--- src/rtl/dataclk_pll_sequencer.sv ---
// dataclk_pll_sequencer
// Sequences a reprogram of the SPI data clock PLL from the bus_clk domain.
// Accepts a new O/D/M divider set and holds off the SPI engine until it
// has drained. It then pulses the PLL reconfiguration trigger, waits for
// the reprogram to finish and for lock, and lets the clock settle before
// releasing the hold. Any wait that runs too long lands in ERROR.
//
// Ports
//   bus_clk, reset             : clock, synchronous active-high reset
//   cfg_req, cfg_O/D/M         : one-cycle request with requested divider set
//   clear_flags                : one-cycle clear of err_timeout / lock_lost
//   SPI_running                : async, SPI engine busy (dataclk domain)
//   PLL_prog_done              : async, clock_generator ready
//   dataclk_locked             : async, clock_generator locked
//   dataclk_O/D/M              : registered dividers to clock_generator
//   PLL_prog_trigger           : one-cycle reprogram start pulse
//   spi_hold                   : SPI must not start a new sequence
//   busy                       : sequence in progress
//   cfg_rejected               : one-cycle pulse on a refused request
//   err_timeout, lock_lost     : sticky status flags
//
// state      | meaning
// S_IDLE     | waiting for a request; lock monitor active after first sequence
// S_DRAIN    | SPI held, waiting for in-flight acquisition to stop
// S_PROG     | single cycle, trigger pulse to the PLL
// S_WSTART   | waiting for ready to drop (reprogram started)
// S_WDONE    | waiting for ready to return (reprogram finished)
// S_WLOCK    | waiting for lock
// S_SETTLE   | lock seen, guard time before releasing the SPI hold
// S_ERROR    | a wait timed out; SPI stays held, new requests accepted
module dataclk_pll_sequencer #(
    parameter logic [7:0]  DEFAULT_O      = 8'd40,
    parameter logic [3:0]  DEFAULT_D      = 4'd1,
    parameter logic [6:0]  DEFAULT_M      = 7'd42,
    parameter logic [31:0] TIMEOUT_CYCLES = 32'd2_500_000,
    parameter logic [15:0] SETTLE_CYCLES  = 16'd256
) (
    input  logic       bus_clk,
    input  logic       reset,
    input  logic       cfg_req,
    input  logic [7:0] cfg_O,
    input  logic [3:0] cfg_D,
    input  logic [6:0] cfg_M,
    input  logic       clear_flags,
    input  logic       SPI_running,
    input  logic       PLL_prog_done,
    input  logic       dataclk_locked,
    output logic [7:0] dataclk_O,
    output logic [3:0] dataclk_D,
    output logic [6:0] dataclk_M,
    output logic       PLL_prog_trigger,
    output logic       spi_hold,
    output logic       busy,
    output logic       cfg_rejected,
    output logic       err_timeout,
    output logic       lock_lost
);

    typedef enum logic [2:0] {
        S_IDLE   = 3'd0,
        S_DRAIN  = 3'd1,
        S_PROG   = 3'd2,
        S_WSTART = 3'd3,
        S_WDONE  = 3'd4,
        S_WLOCK  = 3'd5,
        S_SETTLE = 3'd6,
        S_ERROR  = 3'd7
    } state_t;

    state_t      state_q;
    logic [1:0]  run_sync_q, rdy_sync_q, lck_sync_q;
    logic        run_s, rdy_s, lck_s;
    logic        lck_prev_q;
    logic        done_once_q;
    logic [31:0] tmr_q;
    logic [31:0] tmr_d;
    logic [15:0] settle_q;
    logic [7:0]  div_o_q;
    logic [3:0]  div_d_q;
    logic [6:0]  div_m_q;
    logic        trig_q, hold_q, busy_q, rej_q, err_q, lost_q;
    logic        cfg_valid, can_accept, accept, tmo_hit, lock_fell;

    assign run_s = run_sync_q[1];
    assign rdy_s = rdy_sync_q[1];
    assign lck_s = lck_sync_q[1];

    assign cfg_valid  = (cfg_O != 8'd0) && (cfg_D != 4'd0) && (cfg_M >= 7'd2);
    assign can_accept = (state_q == S_IDLE) || (state_q == S_ERROR);
    assign accept     = cfg_req && cfg_valid && can_accept;
    assign tmo_hit    = (tmr_q == TIMEOUT_CYCLES - 32'd1);
    assign tmr_d      = tmr_q + 32'd1;
    // Only meaningful once the PLL has been brought up by this block.
    assign lock_fell  = (state_q == S_IDLE) && done_once_q && lck_prev_q && !lck_s;

    always_ff @(posedge bus_clk) begin
        if (reset) begin
            state_q     <= S_IDLE;
            run_sync_q  <= 2'b00;
            rdy_sync_q  <= 2'b00;
            lck_sync_q  <= 2'b00;
            lck_prev_q  <= 1'b0;
            done_once_q <= 1'b0;
            tmr_q       <= 32'd0;
            settle_q    <= 16'd0;
            div_o_q     <= DEFAULT_O;
            div_d_q     <= DEFAULT_D;
            div_m_q     <= DEFAULT_M;
            trig_q      <= 1'b0;
            hold_q      <= 1'b0;
            busy_q      <= 1'b0;
            rej_q       <= 1'b0;
            err_q       <= 1'b0;
            lost_q      <= 1'b0;
        end else begin
            run_sync_q <= {run_sync_q[0], SPI_running};
            rdy_sync_q <= {rdy_sync_q[0], PLL_prog_done};
            lck_sync_q <= {lck_sync_q[0], dataclk_locked};
            lck_prev_q <= lck_s;
            trig_q     <= 1'b0;
            rej_q      <= cfg_req && !accept;

            if (clear_flags) begin
                err_q  <= 1'b0;
                lost_q <= 1'b0;
            end

            // In every timed wait the exit condition is checked before the
            // timeout, so an event arriving on the last allowed cycle wins.
            case (state_q)
                S_IDLE, S_ERROR: begin
                    if (accept) begin
                        div_o_q <= cfg_O;
                        div_d_q <= cfg_D;
                        div_m_q <= cfg_M;
                        err_q   <= 1'b0;
                        lost_q  <= 1'b0;
                        tmr_q   <= 32'd0;
                        busy_q  <= 1'b1;
                        hold_q  <= 1'b1;
                        state_q <= S_DRAIN;
                    end
                end
                S_DRAIN: begin
                    if (!run_s) begin
                        trig_q  <= 1'b1;
                        state_q <= S_PROG;
                    end else if (tmo_hit) begin
                        err_q   <= 1'b1;
                        busy_q  <= 1'b0;
                        state_q <= S_ERROR;
                    end else begin
                        tmr_q <= tmr_d;
                    end
                end
                S_PROG: begin
                    tmr_q   <= 32'd0;
                    state_q <= S_WSTART;
                end
                S_WSTART: begin
                    if (!rdy_s) begin
                        tmr_q   <= 32'd0;
                        state_q <= S_WDONE;
                    end else if (tmo_hit) begin
                        err_q   <= 1'b1;
                        busy_q  <= 1'b0;
                        state_q <= S_ERROR;
                    end else begin
                        tmr_q <= tmr_d;
                    end
                end
                S_WDONE: begin
                    if (rdy_s) begin
                        tmr_q   <= 32'd0;
                        state_q <= S_WLOCK;
                    end else if (tmo_hit) begin
                        err_q   <= 1'b1;
                        busy_q  <= 1'b0;
                        state_q <= S_ERROR;
                    end else begin
                        tmr_q <= tmr_d;
                    end
                end
                S_WLOCK: begin
                    if (lck_s) begin
                        settle_q <= 16'd0;
                        state_q  <= S_SETTLE;
                    end else if (tmo_hit) begin
                        err_q   <= 1'b1;
                        busy_q  <= 1'b0;
                        state_q <= S_ERROR;
                    end else begin
                        tmr_q <= tmr_d;
                    end
                end
                S_SETTLE: begin
                    if (!lck_s) begin
                        settle_q <= 16'd0;
                    end else if (settle_q == SETTLE_CYCLES - 16'd1) begin
                        busy_q      <= 1'b0;
                        hold_q      <= 1'b0;
                        done_once_q <= 1'b1;
                        state_q     <= S_IDLE;
                    end else begin
                        settle_q <= settle_q + 16'd1;
                    end
                end
                default: state_q <= S_IDLE;
            endcase

            // A set in the same cycle beats any clear above.
            if (lock_fell) begin
                lost_q <= 1'b1;
            end
        end
    end

    assign dataclk_O        = div_o_q;
    assign dataclk_D        = div_d_q;
    assign dataclk_M        = div_m_q;
    assign PLL_prog_trigger = trig_q;
    assign spi_hold         = hold_q;
    assign busy             = busy_q;
    assign cfg_rejected     = rej_q;
    assign err_timeout      = err_q;
    assign lock_lost        = lost_q;

endmodule

--- config.mk ---
export PLATFORM = sky130hd
export DESIGN_NAME = dataclk_pll_sequencer
export DESIGN_NICKNAME = d
export VERILOG_FILES = /design/src/rtl/dataclk_pll_sequencer.sv
export SDC_FILE = /design/constraint.sdc
export NUM_CORES = 1
export LEC_CHECK = 0
export CAP_MARGIN = 20
export CORE_ASPECT_RATIO = 1.75
export CORE_MARGIN = 5
export CORE_UTILIZATION = 40
export DETAILED_ROUTE_END_ITERATION = 10
export GPL_TIMING_DRIVEN = 0
export SYNTH_ARGS = -nofsm -noshare
export SYNTH_HDL_FRONTEND = slang
export SYNTH_SLANG_ARGS = --single-unit
--- constraint.sdc ---
create_clock -name bus_clk -period 1.9 [get_ports bus_clk]
set_input_delay 0.19 -clock bus_clk [delete_from_list [all_inputs] [get_ports bus_clk]]
set_output_delay 0.19 -clock bus_clk [all_outputs]
set_load 0.03 [all_outputs]
# Word-level counts from Yosys, hierarchy flattened
# Index checks and enable logic that the tools add are counted.
# totals
regBits,84
inputBits,26
output_inout_bits,25
wordCells,109
# classes
add_sub_neg,2
n_lt_le_gt_ge,1
n_eq_ne,18
mux,43
bitwise,1
reduce_logical,27
# ops
op,n
$mux W32,6
$pmux W32 S6,1
$mux W16,3
$add A32 B1 Y32 const B,1
$eq A32 B22 Y1 const B,1
$pmux W16 S2,1
$mux W3,8
$pmux W3 S7,1
$mux W1,20
$add A16 B1 Y16 const B,1
$eq A16 B8 Y1 const B,1
$ne A2 B2 Y1 const B,8
$eq A3 B3 Y1 const B,4
$reduce_bool A6 Y1,2
$reduce_and A3 Y1,3
$logic_and A1 B1 Y1,8
$reduce_and A4 Y1,2
$reduce_and A8 Y1,1
$reduce_bool A8 Y1,1
$ge A7 B2 Y1 const B,1
$eq A3 B2 Y1 const B,2
$pmux W1 S6,1
$pmux W1 S5,1
$reduce_bool A2 Y1,2
other kinds (10),12

# Longest topological paths before layout
# Gate-level depths: netlist of run 1.
# logic_depth
depth_word,8
mapped_depth,8
ltp_nobuf,7

# Least setup slack after synthesis of run 1
# Ideal clock, no wire load.
# synth_timing
path_type,register to register
startpoint,register state_q[0]
endpoint,register tmr_q[18]
setup_ps,71
arrival_time_ps,1813
t_required_ps,1829
path_slack_ps,17
path_stages_with_launch,8
path_buffers,2
period_less_slack_ps,1883
cell_sequence,dfxtp_1 buf_4 and3_1 o22a_1 or3_1 buf_2 or3_1 a21oi_1
# synth_between
elab_chain_cells,5
word_cells_on_any_way,16
cone_classes,eq/ne: 9; mux: 1; reduce/logical: 6
# synth_lines
element,line,rtl
"start, declared",70,state_t state_q;
"start signal, assigned",98,state_q <= S_IDLE;
"start signal, assigned",141,state_q <= S_DRAIN;
"start signal, assigned",147,state_q <= S_PROG;
$eq A3 B3 Y1 / $logic_not A3 Y1 (equally long branches),"89, 130",
$logic_or A1 B1 Y1,89,assign can_accept = (state_q == S_IDLE) || (state_q == S_ERROR);
$logic_and A1 B1 Y1,90,assign accept = cfg_req && cfg_valid && can_accept;
$ne A2 B2 Y1 (no line),n/a,
$reduce_and A4 Y1 (no line),n/a,
"end signal, assigned",153,tmr_q <= tmr_d;
"end signal, assigned",169,tmr_q <= tmr_d;
"end signal, assigned",181,tmr_q <= tmr_d;
"end, declared",75,logic [31:0] tmr_q;
# Several ways; a longest one is shown, not always the timed one.
# A chain may end at the register's enable or synchronous reset.

# Worst setup path in the final report of run 1
# layout_timing
startpoint,register state_q[0]
endpoint,register tmr_q[12]
# The elaborated chain is that of the path after synthesis.

==> flow_summary.json, run 1 <==
{
  "vdd_drop_max_mv": 0.576,
  "async_flop_share_pct": 0,
  "worstPathArrival_ns": 2.12,
  "crit_type": "reg -> reg",
  "p_per_area_nw_per_um2": 841,
  "drt-total-wl_mm": 12.1,
  "p_clk_share_pct": 33.7,
  "synth_flop_cell": "dfxtp_1",
  "grt_pass1_vias": 3857,
  "clock-sinks": 84,
  "grt_start_max_net_pins": 13,
  "cp-startpoint": "state_q[0]",
  "critPathRequiredTime_ns": 2.16,
  "hold_viol": 0,
  "antennaDiodeCount": 0,
  "numCtsBuffers": 9,
  "viasPerCell": 5.60,
  "worst_pin_slew_ns": 0.534,
  "grt_overflow": 0,
  "netSwitchingPower_mw": 1.45,
  "p_total_mw": 5.00,
  "met2_usage_pct": 36.6,
  "final_cells": 700,
  "io_pins": 51,
  "p_leak_nw": 2.21,
  "row_count": 48,
  "slew_viol_final": 0,
  "fin_setup_tns_ns": 0,
  "worstPathMaxFanout": 8,
  "layout.nets": 601,
  "ant_nets": 0,
  "status": "complete, no violations",
  "synth-seq-cells": 84,
  "crit_path_end_kind": "register",
  "setup_ws_ns": 0.0415,
  "synth_edf_count": 0,
  "synth_area_leaders": "dfxtp_1 (41%), nor2_1 (7.8%), xnor2_1 (6.9%)",
  "grt_pass1_wl_mm": 18.9,
  "syn_inst": 480,
  "setup-violations-final": 0,
  "period_share_pct": 97.8,
  "dr_total_vias": 3919,
  "die_h_microns": 143,
  "fp.dieW_microns": 86.1,
  "combinationalPowerShare_pct": 27.9,
  "post-place-ws_ns": -0.756,
  "reg2reg_from": "state_q[0]",
  "fillers": 862,
  "io_buffers": 50,
  "drt-wirelength-per-cell_microns": 17.3,
  "synth.avg_cell_area_sq_um": 8.46,
  "hp-start": "cfg_O[0]",
  "holdWs_ns": 0.153,
  "p_seq_share_pct": 38.4,
  "area_delta_synth_final_pct": 46.5,
  "start_kind": "register",
  "fmax_ghz": 0.538,
  "initial_core_util_pct": 41.0,
  "grtUsageTotal_pct": 19.4,
  "synth-seq-area-share_pct": 41.4,
  "clockBufferDepth": 2,
  "cts.clk_slew.worst_paths_ns": 0.06,
  "ys_warn_count": 0,
  "fin_skew_ns": 0.00659,
  "synth_top_area_share_pct": 41.4,
  "dr.first_iter.drc_count": 277,
  "post-route-min-period_ns": 1.86,
  "most-common-layout-cells": "nor2_1 (80), dfxtp_1 (69), clkdlybuf4s50_1 (45)",
  "gp_congestion": 0.878,
  "clkLatencyLatePin_ns": 0.33,
  "placed_cells": 655,
  "dieArea_sq_um": 12300,
  "swShare_pct": 28.9,
  "min_path_type": "in -> reg",
  "synthesis.nets": 508,
  "cts_tree": "yes",
  "first_pass_iters": 5,
  "synth_cell_types": 54,
  "rsz0062_at_grt": "yes",
  "antenna_found_initial": 0,
  "netlist_area_sq_um": 4060,
  "maxCapViolations": 0,
  "yosysTopAreaCell": "dfxtp_1",
  "layout_commonest_cell": "nor2_1",
  "htree_levels": 3,
  "drive_gt1_share_pct": 24.3,
  "grtUsageMet1_pct": 20.0,
  "intPower_mw": 3.56,
  "maxSlewHeadroom_pct": 64.4,
  "root_buffer": "clkbuf_16",
  "busiest_layer": "met2",
  "core_area_sq_um": 9910,
  "dp_hpwl_mm": 8.12,
  "remaining_drc_errors": 0,
  "met3_usage_pct": 3.70
}
worst paths after layout:
path / endpoint / slack, ns / cells after the start
worst max-delay path: tmr_q[12] / 0.04 / 6
worst min-delay path: dataclk_O[0] / 0.15 / 3
worst max register to register: tmr_q[12] / 0.04 / 6
worst min register to register: lck_sync_q[1] / 0.46 / 1
critical path: stages (launching register included):
cell     delay [ns]
dfxtp_4        0.36
buf_12         0.14
and3_4         0.17
o22a_4         0.25
or3_4          0.41
or3_4          0.33
a21oi_1        0.12
per-layer routing:
metal  vias to the layer above  share of wire [%]
met5                         -                  0
met4                         0                3.6
met3                        37                3.4
met2                       103                 56
met1                      1874                 37
li1                       1905                  -
cells by family (layout without fill, tap and decap cells):
kind of cell / Yosys count / after routing / synth area share, %
xor+xnor: 36 / 36 / 7.77
flops: 84 / 84 / 41.4
simple gates: 234 / 234 / 30.1
fa+ha+maj: 2 / 2 / 0.616
buf+inv: 43 / 138 / 4.47
compound gates: 62 / 62 / 10.9
mux: 19 / 19 / 4.72
Yosys cell counts (3+ instances only):
cell type,n
nand4b_1,4
nand2_1,23
a211o_1,8
clkbuf_1,13
nor2_1,84
inv_1,16
xor2_1,4
a21oi_1,17
nor2b_1,9
and2_1,3
nand4_1,15
nand3_1,18
nor4_1,21
xnor2_1,32
and3_1,9
mux2i_1,18
a31oi_1,3
o21ai_0,10
a211oi_1,3
buf_2,10
a21o_1,3
or3_1,7
o41ai_1,3
dfxtp_1,84
nor4b_1,4
nor3_1,20
through the flow:
step	utilization (%)	instance area (sq um)
final	60.0	5950
after global routing	60.0	5950
after CTS	55.7	5520
after detailed placement	47.6	4720
after global placement	47.6	4720
after floorplan	-	4060
sequential cells by signal (all words and copies together) (netlist names), 2 cells and up:
register    flops
state_q         3
run_sync_q      2
lck_sync_q      2
settle_q       16
dataclk_D       4
dataclk_O       8
dataclk_M       7
rdy_sync_q      2
tmr_q          32
layout make-up:
type	instances	area, sq um	share of cell area (%)
multi-input cells	353	2640	44.4
flip-flops and latches	84	1720	28.9
repair buffers	86	826	13.9
plain buffers	23	264	4.44
clock buffers	11	243	4.08
well taps	125	156	2.63
inverters	16	60.1	1.01
clock inverters	2	37.5	0.631
power by group through the flow:
stage / clock network (mW) / logic [mW] / registers [mW]
floorplan: 0 / 0.488 / 2.05
global placement: 0 / 0.920 / 1.94
detailed placement: 0 / 0.930 / 1.94
CTS: 1.73 / 1.19 / 1.91
global route: 1.80 / 1.47 / 1.93
finish: 1.69 / 1.39 / 1.92
what timing repair did:
item                       4_1_cts  5_1_grt
setup buffers                   19       13
pin swaps                       19       36
setup endpoints to repair       72       68
gates cloned                     2        2
resized for setup               90       72
hold buffers                     0        0
(Power assumes the default switching activity.)
==> run 2, diff against run 1 <==
SLEW_MARGIN = 20   (was unset)
==> results of run 2 <==
No change in the layout: final DEF, timing and power equal those of run 1.
